[config.mk]
export PLATFORM = sky130hd
export DESIGN_NAME = hub75_scan_ctrl
export DESIGN_NICKNAME = d
export VERILOG_FILES = /design/src/rtl/led_panel_pkg.sv /design/src/rtl/bcm_oe_timer.sv /design/src/rtl/hub75_scan_ctrl.sv
export SDC_FILE = /design/constraint.sdc
export NUM_CORES = 1
export LEC_CHECK = 0
export BUFFER_PORTS_ARGS = -buffer_cell sky130_fd_sc_hd__buf_2
export CAP_MARGIN = 5
export CORE_AREA = 2 2 65 61
export DETAILED_ROUTE_END_ITERATION = 8
export DIE_AREA = 0 0 67 63
export PLACE_DENSITY = 0.68
export SYNTH_ARGS = -nofsm -noshare
export SYNTH_HDL_FRONTEND = slang
export SYNTH_SLANG_ARGS = --single-unit
[constraint.sdc]
create_clock -name clk -period 3.9 [get_ports clk]
set_clock_uncertainty 0.15 [all_clocks]
set_input_delay 0.39 -clock clk [delete_from_list [all_inputs] [get_ports clk]]
set_output_delay 0.39 -clock clk [all_outputs]
set_load 0.01 [all_outputs]
[src/rtl/led_panel_pkg.sv]
// Shared types and geometry for the 64x64 HUB75 panel (1/32 scan) datapath.
package led_panel_pkg;

   typedef enum logic [2:0] {
      IDLE,
      SETUP,
      LO,
      HI,
      LATCH,
      ON,
      ADV
   } state_e;

   localparam int unsigned COL_W  = 6;
   localparam int unsigned ROW_W  = 5;
   localparam int unsigned N_COLS = 64;
   localparam int unsigned N_ROWS = 32;

endpackage

[src/rtl/bcm_oe_timer.sv]
// Loadable down-counter timing the output-enable window of one BCM bit-plane.
module bcm_oe_timer #(
   parameter int unsigned CNT_W = 8
) (
   input  logic             clk,
   input  logic             rst,
   input  logic             load_i,
   input  logic [CNT_W-1:0] load_val_i,
   input  logic             dec_i,
   output logic             done_o
);

   logic [CNT_W-1:0] count_q;

   always_ff @(posedge clk) begin
      if (rst) begin
         count_q <= '0;
      end else if (load_i) begin
         count_q <= load_val_i;
      end else if (dec_i && (count_q != '0)) begin
         count_q <= count_q - 1'b1;
      end
   end

   // Flags the last lit cycle so the window spans exactly the loaded count.
   assign done_o = (count_q == CNT_W'(1));

endmodule

[src/rtl/hub75_scan_ctrl.sv]
// HUB75 scan FSM: shifts RGB columns, latches rows and sequences BCM bit-planes.
module hub75_scan_ctrl
   import led_panel_pkg::*;
#(
   parameter int unsigned PWM_BITS = 4,
   parameter int unsigned BASE_ON  = 16,
   parameter int unsigned PLANE_W  = 2
) (
   input  logic               clk,
   input  logic               rst,
   input  logic               en,
   input  logic               col_max,
   input  logic               row_max,
   input  logic [ROW_W-1:0]   select_row,
   input  logic [2:0]         rgb_top,
   input  logic [2:0]         rgb_bot,
   output logic               col_inc,
   output logic               row_inc,
   output logic [PLANE_W-1:0] plane,
   output logic [2:0]         panel_rgb1,
   output logic [2:0]         panel_rgb2,
   output logic               panel_clk,
   output logic               panel_lat,
   output logic               panel_oe_n,
   output logic [ROW_W-1:0]   addr,
   output logic               frame_start
);

   localparam int unsigned MAX_ON = BASE_ON << (PWM_BITS - 1);
   localparam int unsigned CNT_W  = $clog2(MAX_ON + 1);
   localparam logic [PLANE_W-1:0] LAST_PLANE = PLANE_W'(PWM_BITS - 1);

   state_e             state_q;
   logic [PLANE_W-1:0] plane_q;
   logic [2:0]         rgb1_q;
   logic [2:0]         rgb2_q;
   logic               clk_q;
   logic               lat_q;
   logic               oe_n_q;
   logic               fs_q;
   logic [ROW_W-1:0]   addr_q;

   logic               last_plane;
   logic [CNT_W-1:0]   on_len;
   logic               tmr_done;

   assign last_plane = (plane_q == LAST_PLANE);
   assign on_len     = CNT_W'(BASE_ON) << plane_q;

   bcm_oe_timer #(
      .CNT_W(CNT_W)
   ) u_oe_timer (
      .clk       (clk),
      .rst       (rst),
      .load_i    (state_q == LATCH),
      .load_val_i(on_len),
      .dec_i     (state_q == ON),
      .done_o    (tmr_done)
   );

   // Panel strobes are set on the transition into their state, so each one
   // is high exactly while the state register holds that state.
   always_ff @(posedge clk) begin
      if (rst) begin
         state_q <= IDLE;
         plane_q <= '0;
         rgb1_q  <= '0;
         rgb2_q  <= '0;
         clk_q   <= 1'b0;
         lat_q   <= 1'b0;
         oe_n_q  <= 1'b1;
         fs_q    <= 1'b0;
         addr_q  <= '0;
      end else begin
         clk_q  <= 1'b0;
         lat_q  <= 1'b0;
         oe_n_q <= 1'b1;
         fs_q   <= 1'b0;
         case (state_q)
            IDLE: begin
               if (en) state_q <= SETUP;
            end
            SETUP: begin
               rgb1_q  <= rgb_top;
               rgb2_q  <= rgb_bot;
               state_q <= LO;
            end
            LO: begin
               clk_q   <= 1'b1;
               state_q <= HI;
            end
            HI: begin
               if (col_max) begin
                  lat_q   <= 1'b1;
                  state_q <= LATCH;
               end else begin
                  state_q <= SETUP;
               end
            end
            LATCH: begin
               addr_q  <= select_row;
               oe_n_q  <= 1'b0;
               state_q <= ON;
            end
            ON: begin
               if (tmr_done) begin
                  fs_q    <= last_plane && row_max;
                  state_q <= ADV;
               end else begin
                  oe_n_q <= 1'b0;
               end
            end
            ADV: begin
               plane_q <= last_plane ? '0 : plane_q + 1'b1;
               state_q <= en ? SETUP : IDLE;
            end
            default: state_q <= IDLE;
         endcase
      end
   end

   assign col_inc     = (state_q == HI);
   assign row_inc     = (state_q == ADV) && last_plane;
   assign plane       = plane_q;
   assign panel_rgb1  = rgb1_q;
   assign panel_rgb2  = rgb2_q;
   assign panel_clk   = clk_q;
   assign panel_lat   = lat_q;
   assign panel_oe_n  = oe_n_q;
   assign addr        = addr_q;
   assign frame_start = fs_q;

endmodule

==> out/summary.txt <==
Status: finished, final reports clean
Total routed wirelength: 2640 um
Setup TNS: 0 ns
DRC viols: 0
Relative slew margins: 43.0%
Nets@finish: 205
Max incr delay on CP: 0.70 ns
Crit path max fanout: 12
Vias per cell: 4.93
Worst slack at placement: 1.95 ns
First-pass DRT Iterations: 4
FF+latch count, synth: 28
Max Root-Sink Buffers: 2
Unrepaired setup endpoints after global routing: false
Number of failing hold endpoints at the final stage: 0
Worst Setup Start Kind: register
Crit-path most repeated cell: nor3_1
Met1 WL: 1290 um
Buffers on Ports: 34
Final Wtd Congestion: 0.849
Post-synth EDFFs: 0
CTS Sinks: 28
Routed wl met3: 146 um
Worst skew pair latency: 0.27 ns
Post-detailed-route count of antenna-violating nets: 0
DRT iter0 DRCs: 100
Routed length per instance: 11.6 um
Total power: 548 uW
Proportion of layout cells with a drive suffix above 1: 26.0%
Initial antenna violation count: 0
Area grow syn2layout: 18.8%
WP buf/inv: 0
CTS Buf Count: 3
Worst endpoint data arrival time: 2.01 ns
Worst ir drop on vdd: 0.000274 V
Syn. warnings: 0
Measured slew at the worst slew-check pin: 0.853 ns
Critical Path RT: 3.95 ns
CTS Hold Bufs: 0
Die height: 63 um
Static leakage: 0.685 nW
Placed cell area: 1550 um2
Antenna Cells: 0
Crit-path leading delay family: simple AND/OR/NAND/NOR gates
Layout fillers: 375
Worst path slowest cell: nor2b_1
Fin crit share: 50.1%
Hold Path Class: input port to register
WS Path Type: register to register
WL met2: 1190 um
Pin count of the biggest net entering global routing: 31
Max Slew Vio Count: 0
Root Buffer: clkbuf_8
Core Region: 3570 um2
Worst setup EP type: register
Post-synthesis instance area: 1350 um2
Post-Layout Inst Area: 1600 um2
Vias in the first global route: 1017
Final WS setup: 1.94 ns
Avg Cell Area, Syn: 8.98 um2
Starting density of the core: 37.7%
Syn_nets: 173
Highest routed layer: met4
HPWL after detailed placement: 1880 um
Max-Cap Viols: 0
Min cycle time layout: 1.96 ns
Rows: 21
Final Setup Violations: 0
CTS tree: done
Post-synth cell types: 41
Post-CTS setup buffers: 0
Finished Core Util: 44.8%
Remaining global-route overflow: 0
Worst path cell trace: and2b_1 -> nor2b_1 -> nor3_1 -> nor3_1
Syn Inst Count: 150
CTS H-tree depth: 1
Die ar.: 4220 um2
Detailed-route via count: 1119
Max Freq: 511 MHz
GRT Resource Usage Total: 13.0%
Reg clk slew, reported paths: 0.10 ns
Post-synth ARST share: 0%
Pwr dens: 342 nW/um2
IO Pins: 35
First-pass GRT wire length: 4340 um
Cells resized by post-CTS repair: 0
Die Wd: 67 um
Register area share after synthesis: 41.6%
Top FF cell, synth: dfxtp_1
[routing by layer]
layer  vias up  global-route usage, %
met5         -                      0
met4         0                   4.08
met3         2                   3.60
met2        30                   20.4
met1       500                   16.9
li1        587                      -
[cell usage after synthesis (2+ instances only)]
library cell	n	area, um2
nand2b_1	2	12.5
a21oi_1	6	30.0
mux2i_1	7	70.1
or3_2	2	15.0
nor2_1	16	60.1
nor2b_1	2	12.5
nand3_1	3	15.0
ha_1	7	87.6
nor3_1	10	50.1
xnor2_1	2	17.5
dfxtp_1	28	561
nand2_1	15	56.3
a31oi_1	5	31.3
and2_1	2	12.5
a211oi_1	2	15.0
inv_1	6	22.5
clkbuf_1	6	22.5
o41ai_1	2	17.5
o21ai_0	3	15.0
nand3b_1	3	22.5
[worst reg2reg max path: stages, from the launching register on]
cell	delay, ns
dfxtp_1	0.49
and2b_1	0.24
nor2b_1	0.70
nor3_1	0.12
nor3_1	0.20
[power by group]
| part | internal (mW) | switching [mW] |
|---|---|---|
| Sequential | 0.296 | 0.0115 |
| Combinational | 0.0321 | 0.0298 |
| Clock | 0.0903 | 0.0874 |
[sequential cells by signal (all words and copies together), names as in the netlist]
name / count
panel_clk: 1
addr: 5
u_oe_timer.count_q: 8
panel_rgb2: 3
plane: 2
panel_rgb1: 3
panel_lat: 1
state_q: 3
frame_start: 1
panel_oe_n: 1
[placed cells by master (no fill, tap or decap), drive strengths merged, types with 3 or more instances in the layout]
cell / n
o21ai: 3
buf: 34
a21oi: 6
nand3b: 4
ha: 7
clkbuf: 4
nand2: 15
nand3: 3
dfxtp: 28
mux2i: 7
nor3: 11
inv: 6
nor2: 16
and2: 3
a31oi: 5
[cells by family after synthesis]
group | Yosys count | synth area share [%]
xor gates and xnor gates | 3 | 1.95
AOI/OAI and AO/OA | 27 | 14.2
and+or+nand+nor | 64 | 25.8
DFF | 28 | 41.6
muxes | 8 | 6.04
buffers and inverters | 13 | 3.90
adders and majority gates | 7 | 6.50
[path summary, 6_finish.rpt]
check | startpoint | endpoint | slack, ns | cells after the start
hold / removal | select_row[0] | addr[0]$_SDFFE_PP0P_ | 0.19 | 3
setup reg to reg | state_q[2]$_SDFFE_PP0P_ | u_oe_timer.count_q[4]$_SDFFE_PP0P_ | 1.94 | 4
hold reg to reg | addr[1]$_SDFFE_PP0P_ | addr[1]$_SDFFE_PP0P_ | 0.30 | 2
setup / recovery | state_q[2]$_SDFFE_PP0P_ | u_oe_timer.count_q[4]$_SDFFE_PP0P_ | 1.94 | 4
[per-stage QoR]
| step | instances | hold WS [ns] |
|---|---|---|
| 6_report | 227 | 0.194 |
| 4_1_cts | 227 | 0.189 |
| 3_3_place_gp | 223 | 0.292 |
| 2_1_floorplan | 150 | 0.331 |
| 3_5_place_dp | 223 | 0.295 |
| 5_1_grt | 227 | 0.191 |
[area by class of cell]
type / count / area [um2] / area share, %
multi-input combinational: 109 / 734 / 45.9
sequential: 28 / 561 / 35.0
tap: 46 / 57.6 / 3.60
inverter: 6 / 22.5 / 1.41
timing repair buffer: 34 / 170 / 10.6
clock buffer: 4 / 55.1 / 3.44
Power figures use the tool's default switching activity.
